File: src/rtl/mymem_ctrl.sv
`default_nettype none
// ============================================================================
// Module      : mymem_ctrl
// Description : Command front-end for the 1024x64 RoCC scratchpad. Sequences
//               write/swap, read and atomic-add commands onto a single-port
//               memory with one request in flight, and returns results.
// Revision    : 1.0 - initial release
// ============================================================================
module mymem_ctrl #(
  parameter int ADDR_W = 10,
  parameter int DATA_W = 64,
  parameter int TAG_W  = 5
) (
  input  logic              clock,
  input  logic              reset_n,
  input  logic              cmd_valid,
  output logic              cmd_ready,
  input  logic [6:0]        cmd_funct,
  input  logic [DATA_W-1:0] cmd_rs1,
  input  logic [DATA_W-1:0] cmd_rs2,
  input  logic [TAG_W-1:0]  cmd_rd,
  input  logic              cmd_xd,
  output logic              resp_valid,
  input  logic              resp_ready,
  output logic [TAG_W-1:0]  resp_rd,
  output logic [DATA_W-1:0] resp_data,
  output logic              mem_rqvalid,
  output logic [TAG_W-1:0]  mem_rqaddr,
  output logic              mem_wren,
  output logic [ADDR_W-1:0] mem_addr,
  output logic [DATA_W-1:0] mem_wrdata,
  input  logic              mem_rdvalid,
  input  logic [TAG_W-1:0]  mem_rdaddr,
  input  logic [DATA_W-1:0] mem_rddata,
  output logic              busy
);

  localparam logic [6:0] c_FUNCT_WRITE = 7'd0;
  localparam logic [6:0] c_FUNCT_READ  = 7'd1;
  localparam logic [6:0] c_FUNCT_ADD   = 7'd2;

  typedef enum logic [2:0] {
    S_IDLE  = 3'd0,
    S_ISSUE = 3'd1,
    S_WAIT  = 3'd2,
    S_WB    = 3'd3,
    S_RESP  = 3'd4
  } state_t;

  state_t            r_state;
  state_t            w_state_nxt;
  logic [6:0]        r_funct;
  logic [ADDR_W-1:0] r_addr;
  logic [DATA_W-1:0] r_rs2;
  logic [TAG_W-1:0]  r_rd;
  logic              r_xd;
  logic              r_resp_valid;
  logic [TAG_W-1:0]  r_resp_rd;
  logic [DATA_W-1:0] r_resp_data;

  logic w_cmd_fire;
  logic w_is_write;
  logic w_is_read;
  logic w_is_add;
  logic w_is_nop;
  logic w_unused_rs1_hi;

  assign w_cmd_fire      = cmd_valid && (r_state == S_IDLE);
  assign w_is_write      = (r_funct == c_FUNCT_WRITE);
  assign w_is_read       = (r_funct == c_FUNCT_READ);
  assign w_is_add        = (r_funct == c_FUNCT_ADD);
  assign w_is_nop        = !(w_is_write || w_is_read || w_is_add);
  assign w_unused_rs1_hi = ^cmd_rs1[DATA_W-1:ADDR_W];

  always_ff @(posedge clock or negedge reset_n) begin
    if (!reset_n) begin
      r_state <= S_IDLE;
    end else begin
      r_state <= w_state_nxt;
    end
  end

  // Next-state and memory request decode; mem_* stay zero unless a request is driven.
  always_comb begin
    w_state_nxt = r_state;
    mem_rqvalid = 1'b0;
    mem_rqaddr  = '0;
    mem_wren    = 1'b0;
    mem_addr    = '0;
    mem_wrdata  = '0;
    case (r_state)
      S_IDLE: begin
        if (cmd_valid) w_state_nxt = S_ISSUE;
      end
      S_ISSUE: begin
        if (w_is_nop) begin
          w_state_nxt = r_xd ? S_RESP : S_IDLE;
        end else begin
          mem_addr   = r_addr;
          mem_rqaddr = r_rd;
          if (w_is_write) begin
            mem_wren    = 1'b1;
            mem_wrdata  = r_rs2;
            mem_rqvalid = r_xd;
            w_state_nxt = r_xd ? S_WAIT : S_IDLE;
          end else begin
            mem_rqvalid = 1'b1;
            w_state_nxt = S_WAIT;
          end
        end
      end
      S_WAIT: begin
        if (mem_rdvalid) begin
          if (w_is_add)  w_state_nxt = S_WB;
          else           w_state_nxt = r_xd ? S_RESP : S_IDLE;
        end
      end
      S_WB: begin
        mem_wren    = 1'b1;
        mem_addr    = r_addr;
        mem_wrdata  = r_resp_data;
        w_state_nxt = r_xd ? S_RESP : S_IDLE;
      end
      S_RESP: begin
        if (resp_ready) w_state_nxt = S_IDLE;
      end
      default: w_state_nxt = S_IDLE;
    endcase
  end

  always_ff @(posedge clock or negedge reset_n) begin
    if (!reset_n) begin
      r_funct <= '0;
      r_addr  <= '0;
      r_rs2   <= '0;
      r_rd    <= '0;
      r_xd    <= 1'b0;
    end else if (w_cmd_fire) begin
      r_funct <= cmd_funct;
      r_addr  <= cmd_rs1[ADDR_W-1:0];
      r_rs2   <= cmd_rs2;
      r_rd    <= cmd_rd;
      r_xd    <= cmd_xd;
    end
  end

  // The ADD sum is parked in the response register so WB can write it back.
  always_ff @(posedge clock or negedge reset_n) begin
    if (!reset_n) begin
      r_resp_valid <= 1'b0;
      r_resp_rd    <= '0;
      r_resp_data  <= '0;
    end else begin
      r_resp_valid <= (w_state_nxt == S_RESP);
      if (r_state == S_ISSUE && w_is_nop && r_xd) begin
        r_resp_data <= '1;
        r_resp_rd   <= r_rd;
      end else if (r_state == S_WAIT && mem_rdvalid) begin
        if (w_is_add) begin
          r_resp_data <= mem_rddata + r_rs2;
          r_resp_rd   <= r_rd;
        end else begin
          r_resp_data <= mem_rddata;
          r_resp_rd   <= mem_rdaddr;
        end
      end
    end
  end

  assign cmd_ready  = (r_state == S_IDLE);
  assign busy       = (r_state != S_IDLE);
  assign resp_valid = r_resp_valid;
  assign resp_rd    = r_resp_rd;
  assign resp_data  = r_resp_data;

endmodule
`default_nettype wire

File: config.mk
export PLATFORM = sky130hd
export DESIGN_NAME = mymem_ctrl
export DESIGN_NICKNAME = d
export VERILOG_FILES = /design/src/rtl/mymem_ctrl.sv
export SDC_FILE = /design/constraint.sdc
export NUM_CORES = 1
export LEC_CHECK = 0
export ABC_AREA = 1
export ABC_CLOCK_PERIOD_IN_PS = 2170
export BUFFER_PORTS_ARGS = -buffer_cell sky130_fd_sc_hd__buf_4
export CAP_MARGIN = 10
export CELL_PAD_IN_SITES_DETAIL_PLACEMENT = 1
export CELL_PAD_IN_SITES_GLOBAL_PLACEMENT = 1
export CORE_ASPECT_RATIO = 1.25
export CORE_MARGIN = 2
export CORE_UTILIZATION = 33
export DETAILED_ROUTE_END_ITERATION = 7
export GPL_ROUTABILITY_DRIVEN = 0
export HOLD_SLACK_MARGIN = 0.12
export PLACE_DENSITY = 0.86
export SYNTH_ARGS = -nofsm -noshare
export SYNTH_HDL_FRONTEND = slang
export SYNTH_SLANG_ARGS = --single-unit
File: constraint.sdc
create_clock -name clock -period 2.17 [get_ports clock]
set_input_delay 0.217 -clock clock [delete_from_list [all_inputs] [get_ports clock]]
set_output_delay 0.217 -clock clock [all_outputs]
set_load 0.01 [all_outputs]
==> results.py, run 1 <==
metrics = {
    "global_routing": {
        "grt-ovfl-total": 2,
        "grt_max_degree": 53,
        "global_route.usage.total_pct": 57.2,
    },
    "outcome": {
        "stop_stage": "global routing (5_1_grt)",
        "stop_error": "[ERROR GRT-0232] Routing congestion too high. Check the congestion heatmap in the GUI.",
        "status": "did not finish",
    },
    "logic_synthesis": {
        "synth_compound_area_share_pct": 12.7,
        "yosys.area_share.xor_xnor_pct": 1.21,
        "synth_area_sq_um": 13100,
        "synthAdderAreaFrac_pct": 6.18,
        "syn-mean-instance-area_sq_um": 6.53,
        "synth-warning-count": 0,
        "synth-seq-area-share_pct": 30.6,
        "synth.area.mux_share_pct": 6.03,
        "number_of_cells_produced_by_synthesis": 2003,
        "post_synth_and_or_nand_nor_area_fraction_pct": 31.4,
        "synth_fp_nets": 2282,
        "flops_latches_synth": 160,
        "distinct_cells_synth": 36,
        "dominant_combinational_cell_family_by_area_after_synthesis": "simple AND/OR/NAND/NOR gates",
    },
    "sta": {
        "worstEpCategory": "primary output",
        "grt_repair_worst_endpoint": "mem_addr[6]",
    },
    "cts": {
        "num_cts_buffers": 17,
        "clockRootBuffer": "sky130_fd_sc_hd__clkbuf_16",
        "ctsLongestPathBuffers": 2,
        "htree_levels": 4,
        "cts_num_sinks": 160,
    },
    "placed_design": {
        "dpl.cell_count": 2955,
        "dpl_worst_slack_ps": -405,
        "port-buffer-count": 313,
        "hpwl_um": 45900,
    },
    "floorplanning": {
        "row_count": 81,
        "floorplan.initialDensity_pct": 33.4,
        "die-width_um": 182,
        "chipHeight_um": 227,
        "ios": 368,
    },
}
routing by layer:
layer | GRT usage, % | overflow
met3 | 32.9 | 0
met2 | 82.4 | 1
met4 | 58.4 | 1
met5 | 10.9 | 0
met1 | 55.2 | 0
cells in the mapped netlist, drive strengths merged:
cell type	n	share of area (%)
o221ai	3	0.20
a21boi	1	0.057
clkbuf	34	0.98
xnor2	2	0.13
nor3	18	0.69
a32o	50	3.8
buf	23	0.91
o2111ai	2	0.13
a21oi	169	6.5
o21bai	2	0.11
nor4	4	0.31
nand2	644	19
and2	1	0.048
nor2	202	5.8
dfrtp	160	31
or2	10	0.48
xor2	16	1.1
ha	63	6.0
inv	349	10
o21ai	33	1.3
nand3	115	4.4
fa	1	0.15
and3	1	0.048
a22oi	9	0.52
nand3b	9	0.52
a2bb2oi	1	0.067
mux2	70	6.0
nand4	11	0.53
metrics by stage:
step	utilization, %	setup TNS (ps)	cell area [sq um]
detailed placement	44.7	-8440	17500
global placement	44.7	-5160	17500
floorplan	-	0	13100
CTS	52.8	-20570	20600
cells by family after synthesis:
family | Yosys count
adders and majority gates | 64
xor gates and xnor gates | 18
buffers and inverters | 406
AOI/OAI and AO/OA | 270
DFF | 160
and+or+nand+nor | 1015
muxes | 70
repair_timing:
item	CTS
endpoints found under the hold margin	197
gates resized for setup	186
buffers inserted	14
pin swaps	20
gates cloned	1
hold buffers	150
endpoints found under the setup margin	133
==> run 2: changes to the inputs <==
==> config.mk (replaced) <==
export PLATFORM = sky130hd
export DESIGN_NAME = mymem_ctrl
export DESIGN_NICKNAME = d
export VERILOG_FILES = /design/src/rtl/mymem_ctrl.sv
export SDC_FILE = /design/constraint.sdc
export NUM_CORES = 1
export LEC_CHECK = 0
export ABC_AREA = 1
export ABC_CLOCK_PERIOD_IN_PS = 2800
export BUFFER_PORTS_ARGS = -buffer_cell sky130_fd_sc_hd__buf_4
export CAP_MARGIN = 10
export CORE_MARGIN = 2
export CORE_UTILIZATION = 40
export DETAILED_ROUTE_END_ITERATION = 7
export GPL_ROUTABILITY_DRIVEN = 0
export PLACE_DENSITY_LB_ADDON = 0.15
export SYNTH_ARGS = -nofsm -noshare
export SYNTH_HDL_FRONTEND = slang
export SYNTH_SLANG_ARGS = --single-unit
==> constraint.sdc (replaced) <==
create_clock -name clock -period 2.8 [get_ports clock]
set_input_delay 0.28 -clock clock [delete_from_list [all_inputs] [get_ports clock]]
set_output_delay 0.28 -clock clock [all_outputs]
set_load 0.01 [all_outputs]
==> run 2 against run 1 <==
The run now ends clean. Synthesized cell count did not move. Area after synthesis is the same.
==> results.py, run 2 <==
metrics = {
    "sta": {
        "worst_clock_skew_ps": 14.4,
        "final_period_minus_worst_setup_slack_ps": 2610,
        "timing_worst_slew_pin_value_ps": 748,
        "period_share_pct": 93.3,
        "setup_total_negative_slack_ps": 0,
        "setup_viol": 0,
        "max-slew-margin-rel_pct": 49.9,
        "timing.final.ws_setup_ps": 188,
        "fmax_mhz": 383,
        "timing.final.max_slew_violations": 0,
        "finalHoldViolCount": 0,
    },
    "logic_synthesis": {
        "synth-warning-count": 0,
        "synth_area_sq_um": 13100,
        "synthMostInstantiatedCell": "sky130_fd_sc_hd__nand2_1",
        "synth_commonest_cells": "sky130_fd_sc_hd__nand2_1 (642), sky130_fd_sc_hd__inv_1 (348), sky130_fd_sc_hd__nor2_1 (202), sky130_fd_sc_hd__a21oi_1 (169), sky130_fd_sc_hd__dfrtp_1 (160)",
        "flops_latches_synth": 160,
        "synth_enable_flop_cells": 0,
        "number_of_cells_produced_by_synthesis": 2003,
        "synth-seq-area-share_pct": 30.6,
        "async_reset_ff_share_pct": 100,
        "netlist.top_cell.by_area": "sky130_fd_sc_hd__dfrtp_1",
        "syn-mean-instance-area_sq_um": 6.53,
        "synth_fp_nets": 2282,
        "distinct_cells_synth": 36,
        "synth_area_leaders": "sky130_fd_sc_hd__dfrtp_1 (31%), sky130_fd_sc_hd__nand2_1 (18%), sky130_fd_sc_hd__inv_1 (10%)",
        "synth_top_area_share_pct": 30.6,
        "ys.flop_type": "sky130_fd_sc_hd__dfrtp_1",
    },
    "cts": {
        "tritoncts_clock_tree": "yes",
        "clockRootBuffer": "sky130_fd_sc_hd__clkbuf_16",
        "htree_levels": 4,
        "worst_setup_hold_path_clk_slew_ps": 80,
        "insertion_delay_to_the_later_sink_of_the_worst_skew_pair_ps": 460,
        "num_cts_buffers": 17,
        "cts_num_sinks": 160,
        "ctsLongestPathBuffers": 2,
    },
    "detailed_routing": {
        "drt_drc_violations_left": 0,
        "drt_iter0_drc": 1011,
        "route.antenna.remaining_nets": 0,
        "vias_per_cell": 5.04,
        "drt_pre_antenna_iters": 5,
        "vias": 13918,
        "routed_wirelength_um": 45200,
        "route.detailed.wl_per_inst_um": 16.4,
    },
    "critical_path": {
        "timing.setup.critical_path_class": "flop to flop",
        "worst_path_arrival_time_ps": 3000,
        "startpoint_type": "flop",
        "timing.critical_path.to_type": "flop",
        "worst-endpoint-required_ps": 3190,
        "crit_path_max_fanout": 5,
    },
    "layout": {
        "final-instance-count-excl-fill": 2760,
        "final_layout_size_suffix_gt1_share_pct": 19.9,
        "layout.nets": 2585,
        "final_util_pct": 51.4,
        "most-common-layout-cells": "sky130_fd_sc_hd__nand2_1 (640), sky130_fd_sc_hd__inv_1 (348), sky130_fd_sc_hd__buf_4 (334)",
        "syn2layout_area_growth_pct": 27.2,
        "antenna_cells": 0,
        "layout.cells.most_common": "sky130_fd_sc_hd__nand2_1",
        "final.fill_count": 3380,
    },
    "floorplanning": {
        "ios": 368,
        "floorplan.initialDensity_pct": 40.4,
        "row_count": 66,
        "chipHeight_um": 185,
        "dieArea_sq_um": 34100,
        "core_region_area_sq_um": 32400,
        "die-width_um": 185,
    },
    "global_routing": {
        "grt_pass1_wl_um": 70400,
        "antenna_found_initial": 1,
        "grt_pass1_vias": 12865,
        "grt_max_degree": 60,
        "global_route.usage.total_pct": 26.8,
        "grt-ovfl-total": 0,
    },
    "placed_design": {
        "dpl_worst_slack_ps": 192,
        "hpwl_um": 36100,
        "port-buffer-count": 313,
        "dpl.cell_count": 2727,
    },
    "flow_run": {
        "cap_viol_max_count": 0,
    },
    "power_and_ir_drop": {
        "vdd.ir_drop.worst_mv": 0.578,
        "cellPowerDensity_nw_per_um2": 892,
        "leakagePower_nw": 8.88,
        "post-layout-total-power_mw": 14.8,
    },
    "min_path": {
        "hold_path_class": "input pin to flop",
    },
    "outcome": {
        "status": "finished clean",
    },
}
-- run 2: cell counts after synthesis --
Identical to the previous run, type by type.
-- run 2: layer usage --
layer | part of all wire, % | track usage, % | vias to the layer above
li1 | - | - | 6971
met1 | 46 | 37.7 | 6365
met2 | 44 | 41.0 | 516
met3 | 7.8 | 5.47 | 66
met4 | 2.4 | 8.67 | 0
met5 | 0 | 0 | -
-- run 2: cell families (layout without fill, tap and decap cells) --
group           Yosys count  in the layout  synth area share, %
compound gates          270            270                 12.7
mux                      70             70                 6.03
simple gates           1015           1015                 31.4
buf+inv                 406            721                 11.9
xor+xnor                 18             18                 1.21
flops                   160            160                 30.6
fa+ha+maj                64             64                 6.18
-- run 2: path summary, 6_finish.rpt --
path / start / cells after the start / to / slack (ps)
worst max-delay path: r_rs2[0] / 12 / resp_data[24] / 190
worst min-delay path: cmd_rs2[17] / 2 / r_rs2[17] / 50
worst max register to register: r_rs2[0] / 12 / resp_data[24] / 190
worst min register to register: resp_rd[2] / 2 / resp_rd[2] / 500
max in group asynchronous: reset_n / 3 / r_rs2[55] / 1750
min in group asynchronous: reset_n / 2 / r_addr[8] / 320
-- run 2: report_power, final --
group | leakage [nW] | total, mW | internal (mW) | switching [mW]
combinational | 6.91 | 8.67 | 3.09 | 5.58
sequential | 1.68 | 3.72 | 3.07 | 0.645
clock | 0.289 | 2.45 | 1.34 | 1.11
-- run 2: cell type report --
type,instances,area (sq um),area share (%)
clock inverter,14,169,1.02
clock buffer,17,425,2.56
tap,442,553,3.33
inverter,349,1310,7.88
sequential,160,4000,24.1
timing repair buffer,341,2620,15.7
multi-input combinational,1437,7550,45.4
-- run 2: critical path: stages, from the launching register on --
cell                      delay (ps)
sky130_fd_sc_hd__dfrtp_1         400
sky130_fd_sc_hd__ha_1            250
sky130_fd_sc_hd__fa_1            410
sky130_fd_sc_hd__nand3_1         110
sky130_fd_sc_hd__nand3_2         140
sky130_fd_sc_hd__nand2_1          90
sky130_fd_sc_hd__nand2_1         120
sky130_fd_sc_hd__nand3_1         100
sky130_fd_sc_hd__nand3_1         310
sky130_fd_sc_hd__buf_4           260
sky130_fd_sc_hd__xor2_1          120
sky130_fd_sc_hd__nand2_1          70
sky130_fd_sc_hd__a21oi_1         150
-- run 2: repair_timing --
action / CTS / global route
endpoints found under the hold margin: 43 / 0
buffers inserted: 0 / 1
hold buffers: 1 / 0
resized for setup: 0 / 4
setup endpoints to repair: 0 / 47
-- run 2: per-stage QoR --
stage,hold slack [ps],instance area [sq um]
after floorplan,-15.6,13100
after global placement,247,16000
after detailed placement,247,16000
after CTS,26.0,16600
after global routing,24.3,16600
final,45.2,16600
No activity file was read; power rests on OpenSTA's default activity.
